--- src/rtl/morgan_pkg.sv ---
// Shared types and sizing for the morgan sweep controller.
package morgan_pkg;

  localparam int unsigned VEC_W    = 6;
  localparam int unsigned NUM_VEC  = 64;
  localparam int unsigned CNT_W    = 7;
  localparam int unsigned SETTLE_W = 4;

  typedef enum logic [1:0] {
    ST_IDLE   = 2'd0,
    ST_SETTLE = 2'd1,
    ST_SAMPLE = 2'd2,
    ST_DONE   = 2'd3
  } state_e;

endpackage

--- src/rtl/morgan_cmp3.sv ---
// Three-way equality check: mismatch is high unless a, b and c all agree.
module morgan_cmp3 (
  input  logic a,
  input  logic b,
  input  logic c,
  output logic mismatch
);

  always_comb begin
    mismatch = (a ^ b) | (a ^ c);
  end

endmodule

--- src/rtl/morgan_sweep_ctrl.sv ---
// Exhaustive 6-input sweep controller comparing three block outputs per vector.
// Optional first-failure capture ports are enabled by defining FIRST_FAIL_CAPTURE_EN.
module morgan_sweep_ctrl
  import morgan_pkg::*;
#(
  parameter int unsigned SETTLE_CYCLES = 1
) (
  input  logic             clk,
  input  logic             rst,
  input  logic             start,
  input  logic             abort,
  output logic [VEC_W-1:0] vec,
  input  logic             z_in,
  input  logic             g_in,
  input  logic             h_in,
  output logic             busy,
  output logic             done,
  output logic [CNT_W-1:0] mismatch_cnt,
  output logic             pass
`ifdef FIRST_FAIL_CAPTURE_EN
  ,
  output logic [VEC_W-1:0] first_fail_vec,
  output logic             first_fail_valid
`endif
);

  localparam logic [SETTLE_W-1:0] SETTLE_LOAD = SETTLE_W'(SETTLE_CYCLES);
  localparam logic [VEC_W-1:0]    VEC_LAST    = VEC_W'(NUM_VEC - 1);
  localparam logic [CNT_W-1:0]    CNT_MAX     = CNT_W'(NUM_VEC);

  state_e                state_q, state_d;
  logic [VEC_W-1:0]      vec_q, vec_d;
  logic [SETTLE_W-1:0]   settle_q, settle_d;
  logic [CNT_W-1:0]      cnt_q, cnt_d;
  logic                  pass_q, pass_d;
  logic                  mismatch;
  logic                  accept;
  logic                  in_sweep;
  logic                  sample_hit;

  morgan_cmp3 u_cmp3 (
    .a        (z_in),
    .b        (g_in),
    .c        (h_in),
    .mismatch (mismatch)
  );

  always_comb begin
    accept     = (state_q == ST_IDLE) && start && !abort;
    in_sweep   = (state_q == ST_SETTLE) || (state_q == ST_SAMPLE);
    // A mismatch seen in the same cycle as abort is discarded.
    sample_hit = (state_q == ST_SAMPLE) && !abort && mismatch;
  end

  always_comb begin
    state_d  = state_q;
    vec_d    = vec_q;
    settle_d = settle_q;
    cnt_d    = cnt_q;
    pass_d   = pass_q;

    if (in_sweep && abort) begin
      state_d  = ST_IDLE;
      vec_d    = '0;
      settle_d = '0;
      pass_d   = 1'b0;
    end else begin
      unique case (state_q)
        ST_IDLE: begin
          if (accept) begin
            state_d  = ST_SETTLE;
            vec_d    = '0;
            cnt_d    = '0;
            pass_d   = 1'b0;
            settle_d = SETTLE_LOAD;
          end
        end
        ST_SETTLE: begin
          settle_d = settle_q - SETTLE_W'(1);
          if (settle_q <= SETTLE_W'(1)) begin
            state_d = ST_SAMPLE;
          end
        end
        ST_SAMPLE: begin
          if (sample_hit && (cnt_q != CNT_MAX)) begin
            cnt_d = cnt_q + CNT_W'(1);
          end
          if (vec_q == VEC_LAST) begin
            state_d = ST_DONE;
          end else begin
            vec_d    = vec_q + VEC_W'(1);
            settle_d = SETTLE_LOAD;
            state_d  = ST_SETTLE;
          end
        end
        ST_DONE: begin
          state_d = ST_IDLE;
          pass_d  = (cnt_q == '0);
        end
        default: state_d = ST_IDLE;
      endcase
    end
  end

  always_ff @(posedge clk) begin
    if (rst) begin
      state_q  <= ST_IDLE;
      vec_q    <= '0;
      settle_q <= '0;
      cnt_q    <= '0;
      pass_q   <= 1'b0;
    end else begin
      state_q  <= state_d;
      vec_q    <= vec_d;
      settle_q <= settle_d;
      cnt_q    <= cnt_d;
      pass_q   <= pass_d;
    end
  end

`ifdef FIRST_FAIL_CAPTURE_EN
  logic [VEC_W-1:0] ff_vec_q, ff_vec_d;
  logic             ff_valid_q, ff_valid_d;

  always_comb begin
    ff_vec_d   = ff_vec_q;
    ff_valid_d = ff_valid_q;
    if (accept) begin
      ff_vec_d   = '0;
      ff_valid_d = 1'b0;
    end else if (sample_hit && !ff_valid_q) begin
      ff_vec_d   = vec_q;
      ff_valid_d = 1'b1;
    end
  end

  always_ff @(posedge clk) begin
    if (rst) begin
      ff_vec_q   <= '0;
      ff_valid_q <= 1'b0;
    end else begin
      ff_vec_q   <= ff_vec_d;
      ff_valid_q <= ff_valid_d;
    end
  end

  always_comb begin
    first_fail_vec   = ff_vec_q;
    first_fail_valid = ff_valid_q;
  end
`endif

  always_comb begin
    vec          = vec_q;
    busy         = in_sweep;
    done         = (state_q == ST_DONE);
    mismatch_cnt = cnt_q;
    pass         = pass_q;
  end

endmodule

--- config.mk ---
export PLATFORM = sky130hd
export DESIGN_NAME = morgan_sweep_ctrl
export DESIGN_NICKNAME = d
export VERILOG_FILES = /design/src/rtl/morgan_pkg.sv /design/src/rtl/morgan_cmp3.sv /design/src/rtl/morgan_sweep_ctrl.sv
export SDC_FILE = /design/constraint.sdc
export NUM_CORES = 1
export LEC_CHECK = 0
export BUFFER_PORTS_ARGS = -buffer_cell sky130_fd_sc_hd__buf_2
export CAP_MARGIN = 10
export CORE_ASPECT_RATIO = 1.1
export CORE_MARGIN = 2
export CORE_UTILIZATION = 30
export CTS_CLUSTER_SIZE = 8
export DETAILED_ROUTE_END_ITERATION = 10
export PLACE_DENSITY_LB_ADDON = 0.08
export SLEW_MARGIN = 10
export SYNTH_ARGS = -nofsm -noshare
export SYNTH_HDL_FRONTEND = slang
export SYNTH_SLANG_ARGS = --single-unit
--- constraint.sdc ---
create_clock -name clk -period 3.8 [get_ports clk]
set_input_delay 0.57 -clock clk [delete_from_list [all_inputs] [get_ports clk]]
set_output_delay 0.57 -clock clk [all_outputs]
set_load 0.01 [all_outputs]
# ---- After elaboration in Yosys (flattened, before gate mapping)
# Index checks and enable logic that the tools add are counted.
dict set report totals {
  ramBits 0
  wordCells 56
  romBits 0
  memories 0
  latch_bits 0
  out_inout_bits 16
  inputBits 7
  register_bits 20
}
dict set report classes {
  reduce_logical 19
  div 0
  n_eq_ne 9
  n_addsub 3
  mux 15
  mul 0
  bitwise 4
  n_shift 0
  magnitude_cmp 1
}
# op n
set ops {}
lappend ops {{two-way mux 7 bit} 2}
lappend ops {{case mux 7 bit (2 select lines)} 1}
lappend ops {{two-way mux 6 bit} 2}
lappend ops {{case mux 4 bit (3 select lines)} 1}
lappend ops {{case mux 6 bit (2 select lines)} 1}
lappend ops {{two-way mux 4 bit} 2}
lappend ops {{case mux 2 bit (4 select lines)} 1}
lappend ops {{adder 7 x 1 -> 7 bit, second input constant} 1}
lappend ops {{logical NOT 7 bit} 1}
lappend ops {{!= test 7 bit, second input constant} 1}
lappend ops {{adder 6 x 1 -> 6 bit, second input constant} 1}
lappend ops {{== test 6 bit, second input constant} 1}
lappend ops {{logical AND 1 bit} 6}
lappend ops {{two-way mux 2 bit} 3}
lappend ops {{AND reduction 3 bit} 2}
lappend ops {{== test 2 bit, second input constant} 2}
lappend ops {{<= comparator 4 x 1 -> 1 bit, second input constant} 1}
lappend ops {{!= test 2 x 1 -> 1 bit, second input constant} 2}
lappend ops {{!= test 2 bit, second input constant} 2}
lappend ops {{AND reduction 2 bit} 2}
lappend ops {{AND reduction 4 bit} 1}
lappend ops {{nonzero test 2 bit} 2}
lappend ops {{subtractor 4 x 1 -> 4 bit, second input constant} 1}
lappend ops {{nonzero test 3 bit} 1}
lappend ops {{other kinds (10)} 11}

# ---- Logic depth before layout (Yosys ltp)
# Gate-level depths: netlist (run 1).
dict set report depth {
  depth_word 6
  mapped_depth 7
  depth_no_buf 6
}

# ---- Cells and area by module
# From an unflattened synthesis (run 1), not the netlist that was laid out.
dict set report unflattened {
  cells_unflattened 156
  area_unflattened_um2 1272.5
}
# module area_per_inst_um2 seq_area_each_um2 n_inst cells_each
set by_module_without_submodules {}
lappend by_module_without_submodules {morgan_sweep_ctrl 1252.5 400.4 1 153}
lappend by_module_without_submodules {morgan_cmp3 20.0 0.0 1 3}

# ---- Least setup slack after synthesis (run 1)
# No wires, ideal clock.
dict set report synth_timing {
  kind {flip-flop to flip-flop}
  from {reg state_q[0]}
  to {reg cnt_q[2] (netlist: mismatch_cnt[2])}
  stages_incl_launch_ff 7
  n_path_buf 0
  t_required_ps 3721
  synth_period_minus_slack_ps 1736
  setup_time_ps 79
  arrival_time_ps 1657
  setup_slack_ps 2064
  path_cell_list {dfxtp_1 > inv_1 > ha_1 > and2b_1 > a21oi_1 > or4_1 > o211ai_1}
}
dict set report synth_via {
  elab_chain_len 6
  elab_cells_between_ends 16
  cone_classes {4 x eq/ne; 1 x mux; 1 x bitwise; 10 x reduce/logical}
}
# element line_no
set synth_lines {}
lappend synth_lines {{start: declaration} morgan_sweep_ctrl.sv:31} ;# state_e state_q, state_d;
lappend synth_lines {{start signal: assignment} morgan_sweep_ctrl.sv:113} ;# state_q <= state_d;
lappend synth_lines {{== test 2 bit} {morgan_sweep_ctrl.sv:50, morgan_sweep_ctrl.sv:52, morgan_sweep_ctrl.sv:68}}
lappend synth_lines {{logical AND 1 bit (2 in series)} morgan_sweep_ctrl.sv:52} ;# sample_hit = (state_q == ST_SAMPLE) && !abort && mismatch;
lappend synth_lines {{logical AND 1 bit} morgan_sweep_ctrl.sv:85} ;# if (sample_hit && (cnt_q != CNT_MAX)) begin
lappend synth_lines {{!= test 2 x 1 -> 1 bit (no line)} --}
lappend synth_lines {{AND reduction 4 bit (no line)} --}
lappend synth_lines {{end signal: assignment} morgan_sweep_ctrl.sv:116} ;# cnt_q <= cnt_d;
lappend synth_lines {{end: declaration} morgan_sweep_ctrl.sv:34} ;# logic [CNT_W-1:0] cnt_q, cnt_d;
# Several ways; a longest one is shown, not always the timed one.
# A chain may end at the register's enable or synchronous reset.

# ---- Worst setup path in the final report (run 1)
dict set report layout_timing {
  from {reg state_q[0]}
  to {reg cnt_q[3] (netlist: mismatch_cnt[3])}
}
# Same word-level chain as after synthesis.

==> flow_summary.json, run 1 <==
{
  "run_status": "complete, no violations",
  "global_route.usage.total_pct": 14.4,
  "clock_tree_buffer_depth": 2,
  "timing.final.hold_violations": 0,
  "finalMaxSlewViolations": 0,
  "die_height_um": 71.5,
  "placedInstanceArea_um2": 1400,
  "post_synth_and_or_nand_nor_area_fraction_pct": 27.7,
  "synth_largest_type_area_fraction_pct": 32.3,
  "critical-path-slowest-cell": "a21oi_1",
  "ant_nets": 0,
  "globalRoute.totalOverflow": 0,
  "detail_route.wirelength_um": 3160,
  "setup_total_negative_slack_ns": 0,
  "power_per_cell_area_nw_per_um2": 458,
  "area_growth_syn_to_layout_pct": 16.2,
  "async_reset_ff_share_pct": 0,
  "muxShareOfSynthArea_pct": 0.806,
  "yosys-top-cells-area": "dfxtp_1 (32%), ha_1 (10%), a21oi_1 (5.2%)",
  "setup.reg_to_reg.worst_slack_ns": 1.78,
  "synth_fp_nets": 167,
  "relative_slew_slack_pct": 57.8,
  "cts_resized": 0,
  "layout.nets": 191,
  "finClkSkew_ns": 0.00465,
  "synth_top_family_by_area": "simple AND/OR/NAND/NOR gates",
  "antenna_violations_before_repair": 0,
  "htreeDepth": 1,
  "clock.fmax_mhz": 496,
  "root_buffer": "clkbuf_8",
  "global_route_wire_length_before_repair_um": 5350,
  "tightest_slew_ns": 0.629,
  "yosys.cell_count.top_type": "dfxtp_1",
  "worstSetupPathType": "reg -> reg",
  "holdPathStages": 2,
  "rows": 24,
  "grt_pass1_vias": 1165,
  "timing.hold.worst.start": "pass",
  "postCtsSetupRepairBufs": 0,
  "n_antenna_cell": 0,
  "layout.filler_cells": 435,
  "detailroute.via_count": 1224,
  "final.period_utilization_pct": 53.1,
  "path_max_fanout": 10,
  "cts_num_sinks": 20,
  "synth_enable_flop_cells": 0,
  "path_cells": "inv_1 > ha_1 > and2b_1 > a21oi_1 > o31ai_1 > a31oi_1",
  "vias_per_cell": 5.46,
  "synth_xor_area_share_pct": 0.706,
  "time_the_final_worst_path_needs_with_i_o_delays_and_setup_ns": 2.02,
  "drt_iter0_markers": 41,
  "slowest_delay_ns": 0.50,
  "path_clk_slew_ns": 0.07,
  "globalplace.congestion": 0.801,
  "finalCoreUtilization_pct": 36.4,
  "crit_path_start": "state_q[0]",
  "fin_area_um2": 1440,
  "worstSkewPairLatency_ns": 0.26,
  "post_synth_num_cell_types": 39,
  "hold-path-endpoint": "pass",
  "hpwlAfterDp_um": 2410,
  "numPortBuffers": 22,
  "multiInputGateArea_um2": 788,
  "max_cap_violations": 0,
  "reg2reg_depth": 6,
  "power.ir.vdd_worst_uv": 239,
  "netlist_area_um2": 1240,
  "regArea_um2": 400,
  "worst_ep_required_time_ns": 3.98,
  "ys_seq_elements": 20,
  "cell_types_with_the_highest_counts_after_synthesis": "dfxtp_1 (20), a21oi_1 (13), ha_1 (10), inv_1 (10), nor2_1 (10)",
  "firstDrtPassIters": 5,
  "post_route_cells_drive_above_1_share_pct": 16.9,
  "routed_wire_length_per_instance_um": 14.1,
  "worst_ep_arrival_time_ns": 2.19,
  "synth_compound_gate_area_share_pct": 24.2,
  "core_area_um2": 3960,
  "leakagePower_nw": 0.556,
  "num_io_pins": 23,
  "cell_count_after_synthesis": 150,
  "drt_drc_violations_left": 0,
  "yosys.area.top_type": "dfxtp_1",
  "synth.avg_cell_area_um2": 8.27,
  "maximum_number_of_pins_on_one_net_before_global_route_repair": 11,
  "setup_viol": 0,
  "seq_area_frac_synth_pct": 32.3,
  "dieArea_um2": 4670,
  "r2r_start": "state_q[0]",
  "synth_adder_area_share_pct": 10.1,
  "rsz0062_at_grt": "false",
  "cts_inserted_buffers": 3,
  "synth_top_flop_cell": "dfxtp_1",
  "cts_tree": "done",
  "floorplan.initialDensity_pct": 31.3,
  "nature_of_the_critical_path_startpoint": "flop",
  "ys.warnings.count": 0,
  "holdCritPathClass": "reg -> reg",
  "chipWidth_um": 65.3,
  "endpoint_kind": "flop",
  "r2r-end": "mismatch_cnt[3]",
  "cts_hold_buffers": 0
}
==> layout by cell type, fill, tap and decap left out, types with 2 or more instances in the layout <==
cell	n
a31oi_1	4
nor3_1	6
a311oi_1	3
buf_2	22
dfxtp_1	20
or3_1	3
nand3_1	9
o21ai_0	5
or4_1	3
clkbuf_8	3
a21o_1	3
nand4_1	7
a41oi_1	2
nand2_1	8
inv_1	10
nand2b_1	4
o31ai_1	6
nor2_1	10
a21oi_1	13
nand4b_1	2
nor2b_1	2
ha_1	10
==> how the worst max path moves through the flow <==
stage / endpoint / slack (ns) / depth (start not counted)
6_report: mismatch_cnt[3] / 1.78 / 6
4_1_cts: mismatch_cnt[2] / 1.77 / 6
3_5_place_dp: mismatch_cnt[2] / 1.82 / 6
2_1_floorplan: mismatch_cnt[2] / 2.06 / 6
5_1_grt: mismatch_cnt[0] / 1.58 / 6
3_3_place_gp: mismatch_cnt[5] / 1.87 / 5
==> cell type report <==
type | instances | area share (%)
well taps | 52 | 4.51
multi-input cells | 117 | 54.6
repair buffers | 22 | 7.63
inverters | 10 | 2.60
flip-flops and latches | 20 | 27.8
clock buffers | 3 | 2.86
==> metal layers <==
layer / track usage (%) / routed length [um]
met5: 0 / 0
met4: 2.08 / 17
met3: 3.30 / 116
met2: 24.7 / 1510
met1: 18.9 / 1520
==> cell families after synthesis <==
group	Yosys count
simple gates	62
compound gates	43
flops	20
buf+inv	13
fa+ha+maj	10
xor+xnor	1
mux	1
==> per-stage QoR <==
step                hold WS (ns)  total power [mW]  instances  setup slack [ns]
floorplan                  0.453             0.458        150              2.06
global placement           0.462             0.523        221              1.87
detailed placement         0.469             0.529        221              1.82
CTS                        0.480             0.673        224              1.77
global route               0.509             0.714        224              1.58
finish                     0.481             0.660        224              1.78
==> worst max-delay path, delay by kind of cell (launching register included) <==
family	cells	cell delay [ns]
compound gates	3	0.82
flops	1	0.40
fa+ha+maj	1	0.35
simple gates	1	0.26
buf+inv	1	0.10
==> power by group <==
group | internal, mW | switching [mW] | leakage (nW)
combinational | 0.101 | 0.163 | 0.372
sequential | 0.234 | 0.0249 | 0.162
clock | 0.0706 | 0.0674 | 0.0216
total | 0.405 | 0.255 | 0.556
==> registers in the layout, summed over array words and instances (netlist names) <==
signal,flops
pass,1
state_q,2
settle_q,4
vec,6
mismatch_cnt,7
Note: power is estimated with default switching activity, not from simulation.
==> run 2, diff against run 1 <==
- clock period: 3.8 -> 1.65 ns (I/O delays scaled with it)
==> flow_summary.json, run 2 (same netlist as run 1, synthesis figures left out) <==
{
  "run_status": "complete, no violations",
  "finClkSkew_ns": 0.00416,
  "finalMaxSlewViolations": 0,
  "drt_drc_violations_left": 0,
  "leakagePower_nw": 0.674,
  "hpwlAfterDp_um": 2550,
  "antenna_violations_before_repair": 0,
  "clock_tree_buffer_depth": 2,
  "tightest_slew_ns": 0.383,
  "grt_pass1_vias": 1235,
  "worst_ep_required_time_ns": 1.84,
  "hold-path-endpoint": "mismatch_cnt[3]",
  "final.period_utilization_pct": 97.3,
  "maximum_number_of_pins_on_one_net_before_global_route_repair": 12,
  "layout.filler_cells": 411,
  "worstSetupPathType": "reg -> reg",
  "timing.hold.worst.start": "rst",
  "fin_area_um2": 1730,
  "num_io_pins": 23,
  "mostFrequentLayoutCell": "buf_2",
  "nature_of_the_critical_path_startpoint": "flop",
  "detail_route.wirelength_um": 3490,
  "holdCritPathClass": "in -> reg",
  "holdPathStages": 2,
  "cts_num_sinks": 20,
  "vias_per_cell": 5.40,
  "r2r_start": "state_q[1]",
  "final_cell_mix": "buf_2 (22), dfxtp_1 (18), buf_4 (18)",
  "ant_nets": 0,
  "r2r-end": "mismatch_cnt[2]",
  "setup_total_negative_slack_ns": 0,
  "worstSkewPairLatency_ns": 0.26,
  "globalplace.congestion": 0.815,
  "setup_viol": 0,
  "firstDrtPassIters": 4,
  "drt_iter0_markers": 64,
  "global_route.usage.total_pct": 15.1,
  "rows": 24,
  "globalRoute.totalOverflow": 0,
  "chipWidth_um": 65.3,
  "routed_wire_length_per_instance_um": 14.2,
  "dieArea_um2": 4670,
  "post_route_cells_drive_above_1_share_pct": 35.6,
  "setup.reg_to_reg.worst_slack_ns": 0.05,
  "max_ffs_per_register": 7,
  "floorplan.initialDensity_pct": 31.3,
  "worst_ep_arrival_time_ns": 1.80,
  "reg2reg_depth": 7,
  "path_clk_slew_ns": 0.08,
  "htreeDepth": 1,
  "total_power_mw": 1.94,
  "global_route_wire_length_before_repair_um": 5580,
  "time_the_final_worst_path_needs_with_i_o_delays_and_setup_ns": 1.60,
  "core_area_um2": 3960,
  "die_height_um": 71.5,
  "power.ir.vdd_worst_uv": 415,
  "max_cap_violations": 0,
  "numPortBuffers": 22,
  "timing.final.hold_violations": 0,
  "layout.nets": 212,
  "rsz0062_at_grt": "true",
  "relative_slew_slack_pct": 74.3,
  "root_buffer": "clkbuf_8",
  "power_per_cell_area_nw_per_um2": 1120,
  "area_growth_syn_to_layout_pct": 39.7,
  "n_antenna_cell": 0,
  "finalCoreUtilization_pct": 43.8,
  "placedInstanceArea_um2": 1530,
  "path_max_fanout": 3,
  "detailroute.via_count": 1328,
  "cts_tree": "done",
  "clock.fmax_mhz": 623,
  "cts_inserted_buffers": 3,
  "endpoint_kind": "flop"
}
run 2: cell count changes in the layout (fill, tap and decap cells not counted), sizes merged:
cell    before  now
buf         22   43
clkbuf       3    4
run 2: worst max path at each step:
stage,to,from
2_1_floorplan,vec[5],state_q[0]
3_3_place_gp,vec[5],state_q[1]
3_5_place_dp,vec[5],state_q[1]
4_1_cts,vec[5],state_q[0]
5_1_grt,settle_q[0],state_q[0]
6_report,mismatch_cnt[2],state_q[1]
run 2: per-layer routing:
metal	track usage, %	vias up	wire length, um
met1	19.6	634	1630
met4	3.47	0	21
li1	-	656	-
met5	0	-	0
met2	26.2	34	1700
met3	2.35	4	137
run 2: final cells by class:
| type | count | area, um2 | area share [%] |
|---|---|---|---|
| clock buffers | 4 | 55.1 | 3.17 |
| well taps | 52 | 65.1 | 3.75 |
| inverters | 10 | 42.5 | 2.45 |
| flip-flops and latches | 20 | 405 | 23.4 |
| repair buffers | 43 | 279 | 16.1 |
| multi-input cells | 117 | 887 | 51.2 |
run 2: power breakdown:
group	leakage (nW)	switching, mW	internal (mW)
Clock	0.0288	0.176	0.213
Combinational	0.483	0.498	0.449
Sequential	0.163	0.0627	0.544
Total	0.674	0.737	1.21
run 2: worst max-delay path, cell delays in order, from the launching register on:
cell,delay [ns]
dfxtp_4,0.38
inv_4,0.05
ha_4,0.16
and2b_2,0.25
buf_6,0.11
a21oi_4,0.05
or4_1,0.39
o211ai_1,0.15
run 2: per-stage QoR:
stage               hold WS [ns]  setup slack, ns  cells
floorplan                  0.453           0.0105    150
global placement           0.466        -0.000130    237
detailed placement         0.469          -0.0335    237
CTS                        0.281          0.00152    246
global route               0.289          -0.0776    246
finish                     0.277           0.0452    246
run 2: repair_timing:
item	4_1_cts	5_1_grt
setup buffers	5	0
hold buffers	0	0
gates resized for setup	4	20
setup endpoints to repair	1	13
pin swaps	6	7
==> run 3, diff against run 2 <==
- CTS_BUF_LIST: default -> sky130_fd_sc_hd__clkbuf_4
==> flow_summary.json, run 3 (same netlist as run 1, synthesis figures left out) <==
{
  "max_ffs_per_register": 7,
  "numPortBuffers": 22,
  "final_cell_count_no_fill": 246,
  "power.ir.vdd_worst_uv": 353,
  "layout.nets": 212,
  "dieArea_um2": 4670,
  "core_area_um2": 3960,
  "slowest_delay_ns": 0.40,
  "hold-path-endpoint": "mismatch_cnt[3]",
  "time_the_final_worst_path_needs_with_i_o_delays_and_setup_ns": 1.63,
  "num_io_pins": 23,
  "root_buffer": "clkbuf_4",
  "global_route_wire_length_before_repair_um": 5580,
  "leakagePower_nw": 0.662,
  "vias_per_cell": 5.32,
  "post_route_cells_drive_above_1_share_pct": 35.6,
  "htreeDepth": 1,
  "endpoint_kind": "flop",
  "detailroute.via_count": 1309,
  "relative_slew_slack_pct": 75.4,
  "global_route.usage.total_pct": 15.1,
  "detail_route.wirelength_um": 3480,
  "run_status": "complete, no violations",
  "cts_tree": "done",
  "worst_ep_arrival_time_ns": 1.87,
  "floorplan.initialDensity_pct": 31.3,
  "multiInputGateArea_um2": 880,
  "max_cap_violations": 0,
  "cell_count_after_placement": 237,
  "worst_ep_required_time_ns": 1.89,
  "holdPathStages": 2,
  "final_cell_mix": "buf_2 (22), buf_4 (19), dfxtp_1 (18)",
  "path_clk_slew_ns": 0.13,
  "hpwlAfterDp_um": 2550,
  "ant_nets": 0,
  "globalRoute.totalOverflow": 0,
  "holdCritPathClass": "in -> reg",
  "finalMaxSlewViolations": 0,
  "setup_viol": 0,
  "timing.hold.worst.start": "rst",
  "worstSkewPairLatency_ns": 0.31,
  "firstDrtPassIters": 4,
  "critical-path-slowest-cell": "dfxtp_4",
  "timing.final.hold_violations": 0,
  "rsz0062_at_grt": "true",
  "cts_num_sinks": 20,
  "antenna_violations_before_repair": 0,
  "tightest_slew_ns": 0.366,
  "setup_total_negative_slack_ns": 0,
  "finalCoreUtilization_pct": 42.7,
  "mostFrequentLayoutCell": "buf_2",
  "cts_inserted_buffers": 3,
  "r2r-end": "mismatch_cnt[2]",
  "clock_tree_buffer_depth": 2,
  "drt_iter0_markers": 54,
  "grt_pass1_vias": 1230,
  "final.period_utilization_pct": 98.9,
  "total_power_mw": 1.79,
  "maximum_number_of_pins_on_one_net_before_global_route_repair": 12,
  "path_max_fanout": 3,
  "routed_wire_length_per_instance_um": 14.2,
  "r2r_start": "state_q[1]",
  "reg2reg_depth": 7,
  "finClkSkew_ns": 0.00423,
  "clock.fmax_mhz": 613,
  "nature_of_the_critical_path_startpoint": "flop",
  "drt_drc_violations_left": 0,
  "chipWidth_um": 65.3,
  "rows": 24,
  "power_per_cell_area_nw_per_um2": 1060,
  "worstSetupPathType": "reg -> reg",
  "n_antenna_cell": 0,
  "regArea_um2": 405,
  "die_height_um": 71.5,
  "layout.filler_cells": 419,
  "path_cells": "inv_4 > ha_4 > and2b_2 > buf_6 > a21oi_2 > or4_1 > o211ai_1",
  "globalplace.congestion": 0.815,
  "area_growth_syn_to_layout_pct": 36.5,
  "setup.reg_to_reg.worst_slack_ns": 0.02
}
[run 3: power breakdown]
group | total (mW) | switching (mW) | internal, mW
sequential | 0.607 | 0.0634 | 0.544
clock | 0.258 | 0.170 | 0.0883
combinational | 0.923 | 0.490 | 0.433
total | 1.79 | 0.723 | 1.07
[run 3: cell type report]
| class | instances | area share [%] |
|---|---|---|
| clock inverter | 1 | 0.222 |
| sequential | 20 | 23.9 |
| tap | 52 | 3.84 |
| clock buffer | 3 | 1.33 |
| multi-input combinational | 117 | 51.9 |
| timing repair buffer | 43 | 16.2 |
| inverter | 10 | 2.51 |
[run 3: worst max-delay path: cells and delay by family, from the launching register on]
family	cells	cell delay [ns]
compound gates	2	0.22
fa+ha+maj	1	0.15
buf+inv	2	0.15
flops	1	0.40
simple gates	2	0.64
[run 3: how the worst max path moves through the flow]
stage,slack (ns),cells past startpoint,endpoint,start
2_1_floorplan,0.01,7,vec[5],state_q[0]
3_3_place_gp,-0.0001,6,vec[5],state_q[1]
3_5_place_dp,-0.03,6,vec[5],state_q[1]
4_1_cts,0.007,6,vec[5],state_q[0]
5_1_grt,-0.03,7,mismatch_cnt[2],state_q[1]
6_report,0.02,7,mismatch_cnt[2],state_q[1]
[run 3: routing by layer]
metal  global-route usage, %  share of wire (%)  vias to the layer above
li1                        -                  -                      658
met1                    19.6                 48                      628
met2                    26.0                 49                       21
met3                    2.35                2.9                        2
met4                    4.17               0.60                        0
met5                       0                  0                        -
[run 3: stage by stage]
stage                     worst slack [ns]  hold WS (ns)  area, um2
after floorplan                     0.0105         0.453       1250
after global placement           -0.000130         0.466       1530
after detailed placement           -0.0335         0.469       1530
after CTS                          0.00688         0.219       1610
after global routing               -0.0290         0.224       1690
final                               0.0181         0.218       1690
[run 3: timing repair]
item                                    4_1_cts  5_1_grt
buffers inserted                              5        0
endpoints found under the setup margin        3       14
gates resized for setup                       4       19
pin swaps                                     6        7
hold buffers                                  0        0
